<file path="config.mk">
export PLATFORM = sky130hd
export DESIGN_NAME = udp_tx_arb
export DESIGN_NICKNAME = d
export VERILOG_FILES = /design/src/rtl/udp_tx_arb.sv
export SDC_FILE = /design/constraint.sdc
export NUM_CORES = 1
export LEC_CHECK = 0
export CELL_PAD_IN_SITES_DETAIL_PLACEMENT = 0
export CELL_PAD_IN_SITES_GLOBAL_PLACEMENT = 1
export CORE_AREA = 5 5 207 209
export DETAILED_ROUTE_END_ITERATION = 12
export DIE_AREA = 0 0 212 214
export PLACE_DENSITY = 0.79
export SYNTH_ARGS = -nofsm -noshare
export SYNTH_HDL_FRONTEND = slang
export SYNTH_SLANG_ARGS = --single-unit
</file>
<file path="constraint.sdc">
create_clock -name clk -period 5.1 [get_ports clk]
set_clock_uncertainty 0.15 [all_clocks]
set_input_delay 1.02 -clock clk [delete_from_list [all_inputs] [get_ports clk]]
set_output_delay 1.02 -clock clk [all_outputs]
set_load 0.05 [all_outputs]
</file>
<file path="src/rtl/udp_tx_arb.sv">
// Round-robin arbiter sharing one UDP transmit engine among four frame requesters.
// Latches the winner's length/destination, issues the start pulse and guards tx_done with a watchdog.
module udp_tx_arb #(
  parameter int unsigned GAP_CYC     = 12,
  parameter int unsigned TIMEOUT_CYC = 1000000,
  parameter int unsigned CNT_W       = 20
) (
  input  logic         clk,
  input  logic         rst_n,
  input  logic [3:0]   ch_req,
  input  logic [63:0]  ch_byte_num,
  input  logic [191:0] ch_des_mac,
  input  logic [127:0] ch_des_ip,
  input  logic [31:0]  ch_data,
  output logic [3:0]   ch_rd_en,
  output logic [3:0]   ch_grant,
  output logic [3:0]   ch_done,
  output logic [3:0]   ch_err,
  output logic         tx_start_en,
  output logic [15:0]  tx_byte_num,
  output logic [47:0]  des_mac,
  output logic [31:0]  des_ip,
  output logic [7:0]   tx_data,
  input  logic         tx_req,
  input  logic         tx_done,
  output logic         busy
);

  typedef enum logic [1:0] {StIdle, StStart, StWaitDone, StGap} state_e;

  localparam logic [CNT_W-1:0] GapLast     = CNT_W'(GAP_CYC - 1);
  localparam logic [CNT_W-1:0] TimeoutLast = CNT_W'(TIMEOUT_CYC - 1);

  state_e           r_state, w_state_nxt;
  logic [1:0]       r_last_gnt, w_last_gnt_nxt;
  logic [CNT_W-1:0] r_cnt, w_cnt_nxt, w_cnt_inc;
  logic [3:0]       r_grant, w_grant_nxt;
  logic [3:0]       r_done, w_done_nxt;
  logic [3:0]       r_err, w_err_nxt;
  logic [15:0]      r_len, w_len_nxt;
  logic [47:0]      r_mac, w_mac_nxt;
  logic [31:0]      r_ip, w_ip_nxt;

  logic [1:0]       w_win_idx, w_try_idx;
  logic             w_win_found;
  logic [3:0]       w_win_oh;
  logic [15:0]      w_win_len;
  logic [7:0]       w_tx_data;

  // Search starts one past the last winner, so every requester is reached within four grants.
  always_comb begin
    w_win_idx   = '0;
    w_win_found = 1'b0;
    w_try_idx   = '0;
    for (int k = 1; k <= 4; k++) begin
      w_try_idx = r_last_gnt + 2'(k);
      if (!w_win_found && ch_req[w_try_idx]) begin
        w_win_idx   = w_try_idx;
        w_win_found = 1'b1;
      end
    end
  end

  assign w_win_oh  = 4'b0001 << w_win_idx;
  assign w_win_len = ch_byte_num[{w_win_idx, 4'b0000} +: 16];
  assign w_cnt_inc = r_cnt + CNT_W'(1);

  always_comb begin
    w_state_nxt    = r_state;
    w_last_gnt_nxt = r_last_gnt;
    w_cnt_nxt      = r_cnt;
    w_grant_nxt    = r_grant;
    w_done_nxt     = '0;
    w_err_nxt      = '0;
    w_len_nxt      = r_len;
    w_mac_nxt      = r_mac;
    w_ip_nxt       = r_ip;
    unique case (r_state)
      StIdle: begin
        w_cnt_nxt = '0;
        if (w_win_found) begin
          w_last_gnt_nxt = w_win_idx;
          w_len_nxt      = w_win_len;
          w_mac_nxt      = ch_des_mac[8'(w_win_idx) * 8'd48 +: 48];
          w_ip_nxt       = ch_des_ip[{w_win_idx, 5'b00000} +: 32];
          if (w_win_len == 16'd0) begin
            w_done_nxt  = w_win_oh;
            w_err_nxt   = w_win_oh;
            w_state_nxt = StGap;
          end else begin
            w_grant_nxt = w_win_oh;
            w_state_nxt = StStart;
          end
        end
      end
      StStart: begin
        w_cnt_nxt   = '0;
        w_state_nxt = StWaitDone;
      end
      StWaitDone: begin
        w_cnt_nxt = w_cnt_inc;
        // tx_done wins over a coincident timeout.
        if (tx_done) begin
          w_done_nxt  = r_grant;
          w_grant_nxt = '0;
          w_cnt_nxt   = '0;
          w_state_nxt = StGap;
        end else if (w_cnt_inc == TimeoutLast) begin
          w_done_nxt  = r_grant;
          w_err_nxt   = r_grant;
          w_grant_nxt = '0;
          w_cnt_nxt   = '0;
          w_state_nxt = StGap;
        end
      end
      StGap: begin
        if (r_cnt == GapLast) begin
          w_cnt_nxt   = '0;
          w_state_nxt = StIdle;
        end else begin
          w_cnt_nxt = w_cnt_inc;
        end
      end
      default: w_state_nxt = StIdle;
    endcase
  end

  always_ff @(posedge clk or negedge rst_n) begin
    if (!rst_n) begin
      r_state    <= StIdle;
      r_last_gnt <= 2'd3;
      r_cnt      <= '0;
      r_grant    <= '0;
      r_done     <= '0;
      r_err      <= '0;
      r_len      <= '0;
      r_mac      <= '0;
      r_ip       <= '0;
    end else begin
      r_state    <= w_state_nxt;
      r_last_gnt <= w_last_gnt_nxt;
      r_cnt      <= w_cnt_nxt;
      r_grant    <= w_grant_nxt;
      r_done     <= w_done_nxt;
      r_err      <= w_err_nxt;
      r_len      <= w_len_nxt;
      r_mac      <= w_mac_nxt;
      r_ip       <= w_ip_nxt;
    end
  end

  always_comb begin
    w_tx_data = '0;
    for (int i = 0; i < 4; i++) begin
      if (r_grant[i]) w_tx_data = ch_data[8*i +: 8];
    end
  end

  assign tx_data     = w_tx_data;
  assign ch_rd_en    = r_grant & {4{tx_req}};
  assign ch_grant    = r_grant;
  assign ch_done     = r_done;
  assign ch_err      = r_err;
  assign tx_start_en = (r_state == StStart);
  assign tx_byte_num = r_len;
  assign des_mac     = r_mac;
  assign des_ip      = r_ip;
  assign busy        = (r_state != StIdle);

endmodule

</file>
# --- Word level (Yosys, flattened, before mapping) ---
# Cells that the tools add are included.
word_totals:
  register_bits: 132
  input_bits: 424
  wordCells: 88
classes:
  n_addsub: 4
  multipliers: 1
  magnitude_cmp: 4
  n_eq_ne: 9
  n_shift: 4
  n_mux: 42
  bitwise_logic: 1
  reduce_logical: 14
ops:
  columns: ["op", "n"]
  rows:
  - ["variable part select 192 x 9 -> 48 bit", 1]
  - ["variable part select 128 x 8 -> 32 bit", 1]
  - ["variable part select 64 x 7 -> 16 bit", 1]
  - ["two-way mux 20 bit", 3]
  - ["case mux 20 bit (3 select lines)", 1]
  - ["two-way mux 4 bit", 9]
  - ["two-way mux 8 bit", 4]
  - ["case mux 4 bit (2 select lines)", 3]
  - ["adder 20 x 1 -> 20 bit (second input constant)", 1]
  - ["== test 20 bit (second input constant)", 1]
  - ["== test 20 x 4 -> 1 bit (second input constant)", 1]
  - ["two-way mux 2 bit", 9]
  - ["zero test 16 bit", 1]
  - ["less-than comparator 2 x 3 -> 1 bit (second input constant)", 4]
  - ["binary-select mux 1 bit (select 2 bit)", 4]
  - ["two-way mux 1 bit", 8]
  - ["case mux 2 bit (4 select lines)", 1]
  - ["!= test 2 bit (second input constant)", 3]
  - ["adder 2 bit (second input constant)", 2]
  - ["bitwise AND 4 bit", 1]
  - ["== test 2 bit (second input constant)", 2]
  - ["multiplier 2 x 2 -> 4 bit (second input constant)", 1]
  - ["AND reduction 4 bit", 1]
  - ["nonzero test 2 bit", 2]
  - ["10 further kinds", 14]

# --- Longest topological paths before layout ---
logic_depth:
  word_depth: 18
  ltp_mapped: 12
  ltp_nobuf: 10

# --- Least setup slack after synthesis ---
# Ideal clock, no wire load.
synth_timing:
  kind: "register -> output"
  startpoint: "register r_grant[0] (netlist: ch_grant[0])"
  endpoint: "output tx_data[0]"
  arrival_time_ps: 2414
  required_ps: 3930
  slack_ps: 1516
  path_stages_with_launch: 7
  cell_sequence: "dfrtp_1 nor2b_1 clkbuf_1 a22oi_1 nor2_1 a21oi_1 o21ai_0"
synth_via:
  elab_chain_len: 4
synth_lines:
  columns: ["item", "line", "source"]
  rows:
  - ["from (decl)", "37", "logic [3:0] r_grant, w_grant_nxt;"]
  - ["from (signal assigned)", "143", "r_grant <= w_grant_nxt;"]
  - ["two-way mux 8 bit (4 in series)", "155", "if (r_grant[i]) w_tx_data = ch_data[8*i +: 8];"]
  - ["to (decl)", "23", "output logic [7:0] tx_data,"]
# Every way passes these cells.

# --- Final worst setup path ---
layout_timing:
  startpoint: "register r_grant[1] (netlist: ch_grant[1])"
  endpoint: "output tx_data[0]"
layout_via:
  elab_chain_len: 3
layout_lines:
  columns: ["item", "line"]
  rows:
  - ["two-way mux 8 bit (3 in series)", "155"]
# Every way passes these cells.

==> out/qor.yml <==
pwr:
  clock_power_share_pct: 15.9
  power_frac_seq_pct: 21.8
  leakagePower_nw: 5.68
  comb_power_share_pct: 62.3
  netSwitchingPower_w: 0.00393
  p_sw_share_pct: 48.9
  p_per_area_nw_per_um2: 547
  ir_worst_vdd_v: 0.000238
  p_int_w: 0.00410
synthesis:
  synth_nets: 1284
  syn_inst: 853
  ys_types: 54
  synthFlopType: "dfrtp_1"
  ys_seq_area_share_pct: 40.9
  netlist_area_um2: 8080
  yosysWarnings: 0
  yosysTopAreaCellShare_pct: 40.3
  synth_area_per_cell_um2: 9.47
  yosys-top-cells-area: "dfrtp_1 40%, mux2_2 12%, a222oi_1 10%"
  synth-edff-count: 0
  yosys.area.top_type: "dfrtp_1"
  postSynth.asyncResetShare_pct: 100
  ys_ff_latch: 132
drt:
  drc_errors: 0
  antenna_left: 0
  drtPass1Iterations: 9
  num_vias: 8876
  drt_iter0_markers: 733
  via_per_inst: 4.66
  top_layer_used: "met5"
  drt-total-wl_um: 39100
  wl_met3_um: 3330
  wl_per_cell_um: 20.5
  wl_met1_um: 15000
  wl_met2_um: 19800
global_route:
  grt_max_degree: 82
  grt_pass1_vias: 9410
  grt_pass1_wl_um: 57900
  grt_usage_pct: 16.6
  grt-ovfl-total: 0
  antenna_found_initial: 2
placed_design:
  place_hpwl_um: 31700
  port_buffers: 545
  place_congestion: 0.882
  dpl_cell_area_um2: 14100
  placed_cells: 1872
cells_and_area:
  fin_cells: 1905
  register_area_um2: 3310
  fin_util_pct: 36.1
  stdcell_area_um2: 14700
  multi_input_area_um2: 4430
  synthToLayoutAreaGrowth_pct: 81.6
  num-fill-cells: 4081
  final_cell_mix: "544 x clkdlybuf4s50_1, 138 x nand2_1, 130 x dfrtp_1"
  layout-drive-gt1-share_pct: 11.4
  nets: 1790
  layout_commonest_cell: "clkdlybuf4s50_1"
sta:
  fin_crit_ns: 4.29
  timing.fmax_mhz: 233
  setup_viol: 0
  hold_violations: 0
  drv_slew: 0
  worstMarginPinSlew_ns: 0.951
  tns_ns: 0
  relSlewSlack_pct: 36.4
  post-route-period-util_pct: 84.2
  rsz0062_at_grt: "false"
  hold_ws_ns: 0.325
flow_run:
  maxCapViolations: 0
critical_path:
  crit_type: "register to output pin"
  reg2reg_depth: 11
  worstPathMaxFanout: 14
  worstPathRequired_ns: 3.93
  start_kind: "register"
  cp.arrival_ns: 3.12
  cp-end-kind: "output pin"
clock_network:
  htree_num_levels: 4
  path_clk_slew_ns: 0.06
  cts_tree: "done"
  insertion_delay_ns: 0.43
  cts_sinks: 132
  cts_hold_buf: 0
  cts_setup_buffers: 0
  cts_made_buffers: 17
  ctsResizeCount: 0
  cts_buffer_depth: 2
  ctsRootBufferMaster: "clkbuf_16"
worst_hold_path:
  hold_path.class: "register to register"
  whs_path_depth: 2
run_status:
  outcome: "complete, no violations"
floorplan:
  start_util_pct: 19.9
  dieArea_um2: 45400
  placementRows: 74
  boundaryPins: 546
  die_w_um: 212
  core_um2: 40600
  dieHeight_um: 214
## sequential cells by signal, indices dropped and copies added, names as in the netlist
signal	flops
ch_done	4
ch_err	4
ch_grant	4
des_ip	32
des_mac	48
r_cnt	20
r_last_gnt	2
r_state	2
tx_byte_num	16
## final cells by class
type	instances	area share [%]
antenna	2	0.0341
clock buffer	19	3.02
clock inverter	12	1.07
inverter	11	0.282
multi-input combinational	636	30.2
sequential	132	22.5
tap	532	4.54
timing repair buffer	561	38.3
## cells in the mapped netlist (2+ instances only)
cell,instances
o22ai_1,4
nand4_1,6
o21ai_0,107
a21oi_1,12
ha_1,7
nand4_2,2
nand3b_1,2
or2_2,3
nand3_1,12
a31oi_1,4
nor2b_1,4
nor3_1,10
mux2i_1,26
xnor2_1,10
buf_4,2
a222oi_1,84
clkbuf_1,53
nor2_1,49
and3_1,4
o21a_1,2
o21ai_1,8
dfstp_2,2
nand2_1,138
and2_1,5
mux4_2,2
a22oi_1,8
inv_1,11
nor4_1,2
nand2b_1,5
buf_2,16
buf_6,2
mux2_2,89
a21o_1,2
and3b_1,2
xor2_1,10
dfrtp_1,130
## critical path: stages, from the launching register on
cell and delay, ns:
dfrtp_1 0.57, nor2b_1 0.64, a22oi_1 0.25, nor2_1 0.16, a21oi_1 0.05, o21ai_0 0.16, clkdlybuf4s50_1 0.86
## metrics by stage
| step | worst slack (ns) | total power (W) |
|---|---|---|
| 6_report | 0.807 | 0.00803 |
| 5_1_grt | 0.528 | 0.00851 |
| 4_1_cts | 0.677 | 0.00814 |
| 3_5_place_dp | 0.795 | 0.00683 |
| 3_3_place_gp | 0.871 | 0.00678 |
| 2_1_floorplan | 1.52 | 0.00489 |
## kinds of logic (layout without fill, tap and decap cells)
family | count (synthesis) | count (layout) | share of synthesized area [%]
flip-flops | 132 | 132 | 40.9
XOR/XNOR | 20 | 20 | 2.17
multiplexers | 117 | 117 | 16.2
AND/OR/NAND/NOR | 254 | 254 | 14.3
adder cells (fa/ha/maj) | 7 | 7 | 1.08
other | 0 | 2 | 0
AO/OA/AOI/OAI | 238 | 238 | 20.8
buffers and inverters | 85 | 603 | 4.49
## routing by layer
layer	vias up	track usage [%]
li1	4233	-
met1	4184	19.1
met2	413	29.2
met3	44	5.30
met4	2	4.96
met5	-	0
## final timing paths
| check | start | to | slack, ns |
|---|---|---|---|
| hold reg to reg | des_mac[23] | des_mac[23] | 0.32 |
| hold / removal | des_mac[23] | des_mac[23] | 0.32 |
| min in group asynchronous | rst_n | des_mac[36] | 0.37 |
| setup reg to reg | r_cnt[0] | r_state[1] | 1.53 |
| setup / recovery | ch_grant[1] | tx_data[0] | 0.81 |
| max in group asynchronous | rst_n | des_ip[12] | 3.43 |
## power groups by stage
stage / sequential, W / clock [W] / combinational [W]
2_1_floorplan: 0.00296 / 0 / 0.00193
3_3_place_gp: 0.00176 / 0 / 0.00502
3_5_place_dp: 0.00177 / 0 / 0.00506
4_1_cts: 0.00176 / 0.00132 / 0.00506
5_1_grt: 0.00181 / 0.00137 / 0.00533
6_report: 0.00175 / 0.00127 / 0.00500
No activity file was read; power rests on OpenSTA's default activity.
